**src/rtl/dphy_pkg.sv**
```systemverilog
// Shared types and constants for the D-PHY receive data lane.
package dphy_pkg;

  // Lane protocol states as seen by the receiver.
  typedef enum logic [2:0] {
    StStop,
    StHsRqst,
    StBridge,
    StSync,
    StHs,
    StWaitStop
  } lane_state_e;

  // LP line codes, {lp_p, lp_n}.
  localparam logic [1:0] LP11 = 2'b11;
  localparam logic [1:0] LP01 = 2'b01;
  localparam logic [1:0] LP00 = 2'b00;
  localparam logic [1:0] LP10 = 2'b10;

  // Leader sequence 00011101 received LSB-first lands in the word as 0xB8.
  localparam logic [7:0] SYNC_BYTE_DEFAULT = 8'hB8;

endpackage

```
**src/rtl/dphy_rx_align.sv**
```systemverilog
// Sync search and bit alignment over a two-word sliding window of raw HS words.
module dphy_rx_align
  import dphy_pkg::*;
#(
  parameter logic [7:0] SYNC_BYTE = SYNC_BYTE_DEFAULT
) (
  input  logic       byte_clk,
  input  logic       byte_rst,
  input  logic [7:0] hs_data,
  input  logic       offset_load,
  output logic       sync_found,
  output logic [7:0] aligned
);

  logic [7:0]  hs_prev_q;
  logic [2:0]  offset_q;
  logic [2:0]  match_off;
  logic [15:0] window;
  logic [15:0] shifted;

  // Older word sits in the low half so bit 0 of the window is the earliest bit.
  assign window = {hs_data, hs_prev_q};

  // Previous word and locked offset; offset is only loaded on the lock cycle.
  always_ff @(posedge byte_clk) begin
    if (byte_rst) begin
      hs_prev_q <= '0;
      offset_q  <= '0;
    end else begin
      hs_prev_q <= hs_data;
      if (offset_load) begin
        offset_q <= match_off;
      end
    end
  end

  // Priority encoder: lowest bit offset whose candidate equals the sync byte wins.
  always_comb begin
    sync_found = 1'b0;
    match_off  = '0;
    for (int k = 0; k < 8; k++) begin
      if (!sync_found && (window[k +: 8] == SYNC_BYTE)) begin
        sync_found = 1'b1;
        match_off  = 3'(k);
      end
    end
  end

  // Barrel select of the aligned byte at the locked offset.
  always_comb begin
    shifted = window >> offset_q;
    aligned = shifted[7:0];
  end

endmodule

```
**src/rtl/dphy_rx_lane.sv**
```systemverilog
// Single-lane MIPI D-PHY receive data lane in the byte-clock domain: LP filtering,
// start-of-transmission sequencing, termination control, sync hunt and payload delivery.
module dphy_rx_lane
  import dphy_pkg::*;
#(
  parameter int unsigned LP_FILT      = 2,   // 1..15
  parameter int unsigned TERM_DLY     = 4,   // >= 1
  parameter int unsigned SYNC_TIMEOUT = 64,  // >= 1
  parameter logic [7:0]  SYNC_BYTE    = SYNC_BYTE_DEFAULT
) (
  input  logic       byte_clk,
  input  logic       byte_rst,
  input  logic       lp_p,
  input  logic       lp_n,
  input  logic [7:0] hs_data,
  output logic       hs_term_en,
  output logic [7:0] data,
  output logic       valid,
  output logic       sot,
  output logic       eot,
  output logic       err_sync,
  output logic       lane_idle
);

  localparam int unsigned     TmrW     = 16;
  localparam logic [3:0]      FiltLen  = 4'(LP_FILT);
  localparam logic [TmrW-1:0] TermLast = TmrW'(TERM_DLY - 1);
  localparam logic [TmrW-1:0] SyncLast = TmrW'(SYNC_TIMEOUT - 1);

  lane_state_e     state_q, state_d;
  logic [1:0]      lp_raw;
  logic [1:0]      lp_cand_q, lp_cand_d;
  logic [1:0]      lp_f_q, lp_f_d;
  logic [3:0]      filt_cnt_q, filt_cnt_d;
  logic [TmrW-1:0] tmr_q, tmr_d;
  logic            hs_first_q, hs_first_d;
  logic [7:0]      data_q, data_d;
  logic            valid_q, valid_d;
  logic            sot_q, sot_d;
  logic            eot_q, eot_d;
  logic            err_q, err_d;
  logic            sync_found;
  logic [7:0]      aligned;

  assign lp_raw = {lp_p, lp_n};

  // LP filter next state: lp_f follows the raw code only once it has held LP_FILT samples.
  always_comb begin
    lp_cand_d = lp_raw;
    if (lp_raw != lp_cand_q) begin
      filt_cnt_d = 4'd1;
    end else if (filt_cnt_q < FiltLen) begin
      filt_cnt_d = filt_cnt_q + 4'd1;
    end else begin
      filt_cnt_d = filt_cnt_q;
    end
    lp_f_d = (filt_cnt_d >= FiltLen) ? lp_raw : lp_f_q;
  end

  // LP filter state; the line idles at LP-11 out of reset.
  always_ff @(posedge byte_clk) begin
    if (byte_rst) begin
      lp_cand_q  <= LP11;
      lp_f_q     <= LP11;
      filt_cnt_q <= '0;
    end else begin
      lp_cand_q  <= lp_cand_d;
      lp_f_q     <= lp_f_d;
      filt_cnt_q <= filt_cnt_d;
    end
  end

  // Lane state register.
  always_ff @(posedge byte_clk) begin
    if (byte_rst) begin
      state_q <= StStop;
    end else begin
      state_q <= state_d;
    end
  end

  // Next-state logic; LP transitions are checked before sync lock or timeout.
  always_comb begin
    state_d = state_q;
    unique case (state_q)
      StStop: begin
        case (lp_f_q)
          LP01:       state_d = StHsRqst;
          LP10, LP00: state_d = StWaitStop;
          default:    state_d = StStop;
        endcase
      end
      StHsRqst: begin
        case (lp_f_q)
          LP00:    state_d = StBridge;
          LP11:    state_d = StStop;
          LP10:    state_d = StWaitStop;
          default: state_d = StHsRqst;
        endcase
      end
      StBridge: begin
        if (lp_f_q == LP11)         state_d = StStop;
        else if (tmr_q == TermLast) state_d = StSync;
      end
      StSync: begin
        if (lp_f_q == LP11)         state_d = StStop;
        else if (sync_found)        state_d = StHs;
        else if (tmr_q == SyncLast) state_d = StWaitStop;
      end
      StHs: begin
        if (lp_f_q == LP11) state_d = StStop;
      end
      StWaitStop: begin
        if (lp_f_q == LP11) state_d = StStop;
      end
      default: state_d = StStop;
    endcase
  end

  // State outputs and next values of the registered datapath outputs.
  always_comb begin
    hs_term_en = (state_q == StBridge) || (state_q == StSync) || (state_q == StHs);
    lane_idle  = (state_q == StStop);
    valid_d    = (state_q == StHs) && (lp_f_q != LP11);
    sot_d      = valid_d && hs_first_q;
    eot_d      = (state_q == StHs) && (lp_f_q == LP11);
    err_d      = (state_q == StSync) && (state_d == StWaitStop);
    hs_first_d = (state_q == StSync) && (state_d == StHs);
    data_d     = valid_d ? aligned : '0;
    // Cycle counter restarts on every state change and only runs in BRIDGE and SYNC.
    if (state_d != state_q) begin
      tmr_d = '0;
    end else if ((state_q == StBridge) || (state_q == StSync)) begin
      tmr_d = tmr_q + TmrW'(1);
    end else begin
      tmr_d = '0;
    end
  end

  // Registered payload, markers, timer and first-byte flag.
  always_ff @(posedge byte_clk) begin
    if (byte_rst) begin
      tmr_q      <= '0;
      hs_first_q <= 1'b0;
      data_q     <= '0;
      valid_q    <= 1'b0;
      sot_q      <= 1'b0;
      eot_q      <= 1'b0;
      err_q      <= 1'b0;
    end else begin
      tmr_q      <= tmr_d;
      hs_first_q <= hs_first_d;
      data_q     <= data_d;
      valid_q    <= valid_d;
      sot_q      <= sot_d;
      eot_q      <= eot_d;
      err_q      <= err_d;
    end
  end

  dphy_rx_align #(
    .SYNC_BYTE (SYNC_BYTE)
  ) u_align (
    .byte_clk    (byte_clk),
    .byte_rst    (byte_rst),
    .hs_data     (hs_data),
    .offset_load (hs_first_d),
    .sync_found  (sync_found),
    .aligned     (aligned)
  );

  assign data     = data_q;
  assign valid    = valid_q;
  assign sot      = sot_q;
  assign eot      = eot_q;
  assign err_sync = err_q;

endmodule

```
**config.mk**
```make
export PLATFORM = sky130hd
export DESIGN_NAME = dphy_rx_lane
export DESIGN_NICKNAME = d
export VERILOG_FILES = /design/src/rtl/dphy_pkg.sv /design/src/rtl/dphy_rx_align.sv /design/src/rtl/dphy_rx_lane.sv
export SDC_FILE = /design/constraint.sdc
export NUM_CORES = 1
export LEC_CHECK = 0
export ABC_AREA = 1
export BUFFER_PORTS_ARGS = -buffer_cell sky130_fd_sc_hd__buf_2
export CORE_MARGIN = 4
export CORE_UTILIZATION = 55
export CTS_BUF_LIST = sky130_fd_sc_hd__clkbuf_16
export CTS_CLUSTER_DIAMETER = 80
export DETAILED_ROUTE_END_ITERATION = 7
export HOLD_SLACK_MARGIN = 0.12
export PLACE_DENSITY = 0.83
export SYNTH_ARGS = -nofsm -noshare
export SYNTH_HDL_FRONTEND = slang
export SYNTH_HIERARCHICAL = 1
export SYNTH_SLANG_ARGS = --single-unit
```
**constraint.sdc**
```tcl
create_clock -name byte_clk -period 5.15 [get_ports byte_clk]
set_input_delay 1.03 -clock byte_clk [delete_from_list [all_inputs] [get_ports byte_clk]]
set_output_delay 1.03 -clock byte_clk [all_outputs]
set_load 0.05 [all_outputs]
```
==> results.sh <==
export IMPL_period_needed_ns=2.600
export IMPL_synth_edff_count=0
export IMPL_totalWireLength_mm=5.595
export IMPL_tightest_slew_ns=0.8382
export IMPL_cap_violations=0
export IMPL_place_hpwl_mm=4.190
export IMPL_start_util_pct=58.48
export IMPL_relSlewSlack_pct=44.04
export IMPL_cts_sinks=51
export IMPL_drtPass1Iterations=5
export IMPL_wl_per_cell_um=11.30
export IMPL_crit_family="simple AND/OR/NAND/NOR gates"
export IMPL_critPathMostFrequentCell="nand2_1"
export IMPL_grt_pass1_wl_mm=9.825
export IMPL_grt_pass1_vias=2288
export IMPL_syn_area_um2=2835
export IMPL_ctsHtreeMaxLevel=2
export IMPL_ys_types=33
export IMPL_holdBufCountCts=0
export IMPL_nFillCells=441
export IMPL_fin_skew_ns=0.008860
export IMPL_power_per_cell_area_nw_per_um2=262.2
export IMPL_holdCritPathClass="reg2reg"
export IMPL_vias=2497
export IMPL_cp_cell_sequence="buf_2 > inv_2 > nor2_2 > nand2_1 > nor2_2 > nor2_2 > nand2_1 > nor2_1 > nand4_1 > nor2_1 > nor2_1 > nand2_1 > nand2_1 > nand2_1 > nand2_1 > nand2_2 > nor3_1"
export IMPL_core_area_um2=4848
export IMPL_grt_overflow=0
export IMPL_leakage_nw=1.320
export IMPL_finalCritPeriodShare_pct=50.49
export IMPL_fin_hold_ws_ns=0.4191
export IMPL_fin_cells=495
export IMPL_cts_buffers=5
export IMPL_cp_slowest_cell="nand2_2"
export IMPL_grt_max_degree=30
export IMPL_synth_top_area_cell="dfxtp_1"
export IMPL_port_buffers=25
export IMPL_areaGrowthSynthToFinish_pct=9.223
export IMPL_gp_congestion=0.9286
export IMPL_syn_num_nets=424
export IMPL_critical_path_peak_fanout=16
export IMPL_grtUsageTotal_pct=19.36
export IMPL_avgSynthCellArea_um2=7.001
export IMPL_reg2reg_depth=15
export IMPL_die_height_um=79.80
export IMPL_post_cts_resized=0
export IMPL_drive_above_1_share_pct=17.76
export IMPL_final_net_count=446
export IMPL_ys_seq_area_share_pct=36.01
export IMPL_worst_ep_arrival_time_ns=2.76
export IMPL_synth_cells=405
export IMPL_holdPathEnd="sot"
export IMPL_power_uw=812.1
export IMPL_fp_dieW_um=79.80
export IMPL_dieArea_um2=6367
export IMPL_ys_ff_latch=51
export IMPL_diodes=0
export IMPL_clkTransAtPathRegs_ns=0.06
export IMPL_dp_cells=487
export IMPL_synthArstFlopShare_pct=0
export IMPL_drt_iter0_drc=188
export IMPL_timing_setup_tns_ns=0
export IMPL_cts_max_path_buffers=2
export IMPL_yosys_area_top_type_share_pct=36.01
export IMPL_final_core_util_pct=63.87
export IMPL_ant_nets=0
export IMPL_hold_viol_final=0
export IMPL_cpPeakStageDelay_ns=0.32
export IMPL_status="finished clean"
export IMPL_irDropWorstVdd_mv=0.1903
export IMPL_cts_tree="built"
export IMPL_setup_viol=0
export IMPL_drv_slew=0
export IMPL_rsz0062_at_grt="false"
export IMPL_r2r_end="tmr_q[3]"
export IMPL_required_ns=5.31
export IMPL_hold_depth=2
export IMPL_clock_latency_ns=0.29
export IMPL_ios=26
export IMPL_r2r_slack_ns=3.02
export IMPL_cp_end_kind="flip-flop"
export IMPL_path_class="in2reg"
export IMPL_yosysWarnings=6
export IMPL_r2r_start="u_align/hs_prev_q[5]"
export IMPL_drc=0
export IMPL_viasPerCell=5.044
export IMPL_root_buffer="clkbuf_16"
export IMPL_row_count=25
export IMPL_critPathLaunchType="input pin"
export IMPL_path_buf_inv=2
export IMPL_synth_area_leaders="dfxtp_1 36%, nor2_1 9.8%, nand2_1 9.1%"
export IMPL_antenna_found_initial=0
export IMPL_hold_start="hs_first_q"
export IMPL_synth_flop_cell="dfxtp_1"
export IMPL_max_freq_mhz=384.6
export IMPL_postCtsSetupBuffers=0
tightest hold or removal path: stages (launching register included):
cell and delay [ns]:
dfxtp_1 0.30, inv_1 0.05, nor2_1 0.03
cells in the final DEF, fill, tap and decap left out, drive strengths merged, types with 5 or more instances in the layout:
cell type / netlist / layout
xnor2: 5 / 5
a21oi: 11 / 11
o21ai: 33 / 33
xor2: 10 / 10
clkbuf: 3 / 5
dfxtp: 51 / 51
nand3: 18 / 18
nand4: 6 / 6
nor2: 83 / 83
ha: 7 / 7
inv: 55 / 56
nor3: 27 / 27
nand2: 77 / 77
buf: 7 / 25
metal layers:
layer,up-vias,wire length [um],share of wire [%],track usage [%]
li1,1322,-,-,-
met3,9,318,5.7,4.063
met2,67,2547,46,31.47
met1,1099,2648,47,25.63
met4,0,80,1.4,6.250
met5,-,0,0,0
worst max-delay path by stage:
stage,from,to,slack [ns],cells after the start
4_1_cts,hs_data[0],tmr_q[3],2.56,17
3_5_place_dp,hs_data[0],tmr_q[3],2.26,17
5_1_grt,hs_data[0],tmr_q[3],2.30,17
2_1_floorplan,state_q[1],hs_term_en,2.60,2
6_report,hs_data[0],tmr_q[3],2.55,17
3_3_place_gp,hs_data[0],tmr_q[5],2.38,17
sequential cells by signal (all words and copies together) (netlist names), 2 cells and up:
name / count
state_q: 3
u_align/offset_q: 3
tmr_q: 16
lp_f_q: 2
data: 8
u_align/hs_prev_q: 8
lp_cand_q: 2
filt_cnt_q: 4
stage by stage:
| step | setup WS [ns] | cell area (um^2) |
|---|---|---|
| 6_report | 2.550 | 3097 |
| 5_1_grt | 2.298 | 3097 |
| 4_1_cts | 2.559 | 3097 |
| 3_5_place_dp | 2.262 | 2960 |
| 3_3_place_gp | 2.379 | 2960 |
| 2_1_floorplan | 2.597 | 2835 |
logic make-up (layout without fill, tap and decap cells):
logic type	Yosys count	count (layout)	synth area share [%]
muxes	3	3	1.059
DFF	51	51	36.01
and+or+nand+nor	215	215	35.88
adders and majority gates	7	7	3.089
xor gates and xnor gates	15	15	4.634
buffers and inverters	67	90	10.50
AOI/OAI and AO/OA	47	47	8.826
report_power, final:
part	switching [mW]	internal [mW]	leakage, nW
Combinational	0.0651	0.0270	0.835
Sequential	0.00865	0.403	0.414
Clock	0.133	0.175	0.0701
Total	0.207	0.605	1.32
Yosys cell counts, types with 5 or more instances:
library cell / n
nand4_1: 5
nand2_2: 7
dfxtp_1: 51
nand3_1: 17
o21ai_0: 14
xnor2_1: 5
a21oi_1: 11
inv_2: 9
nand2_1: 69
nor2_2: 7
ha_1: 7
nor3_1: 15
xor2_1: 10
o21ai_1: 17
inv_1: 46
nor3_2: 12
nor2_1: 74
area by class of cell:
class                      count  area, um^2  area share [%]
clock buffer                   5       125.1           4.040
clock inverter                 3       11.26          0.3636
tap                           67       83.83           2.707
sequential                    51        1021           32.97
timing repair buffer          25       125.1           4.040
inverter                      57       214.0           6.909
multi-input combinational    287        1516           48.97
Power figures use the tool's default switching activity.
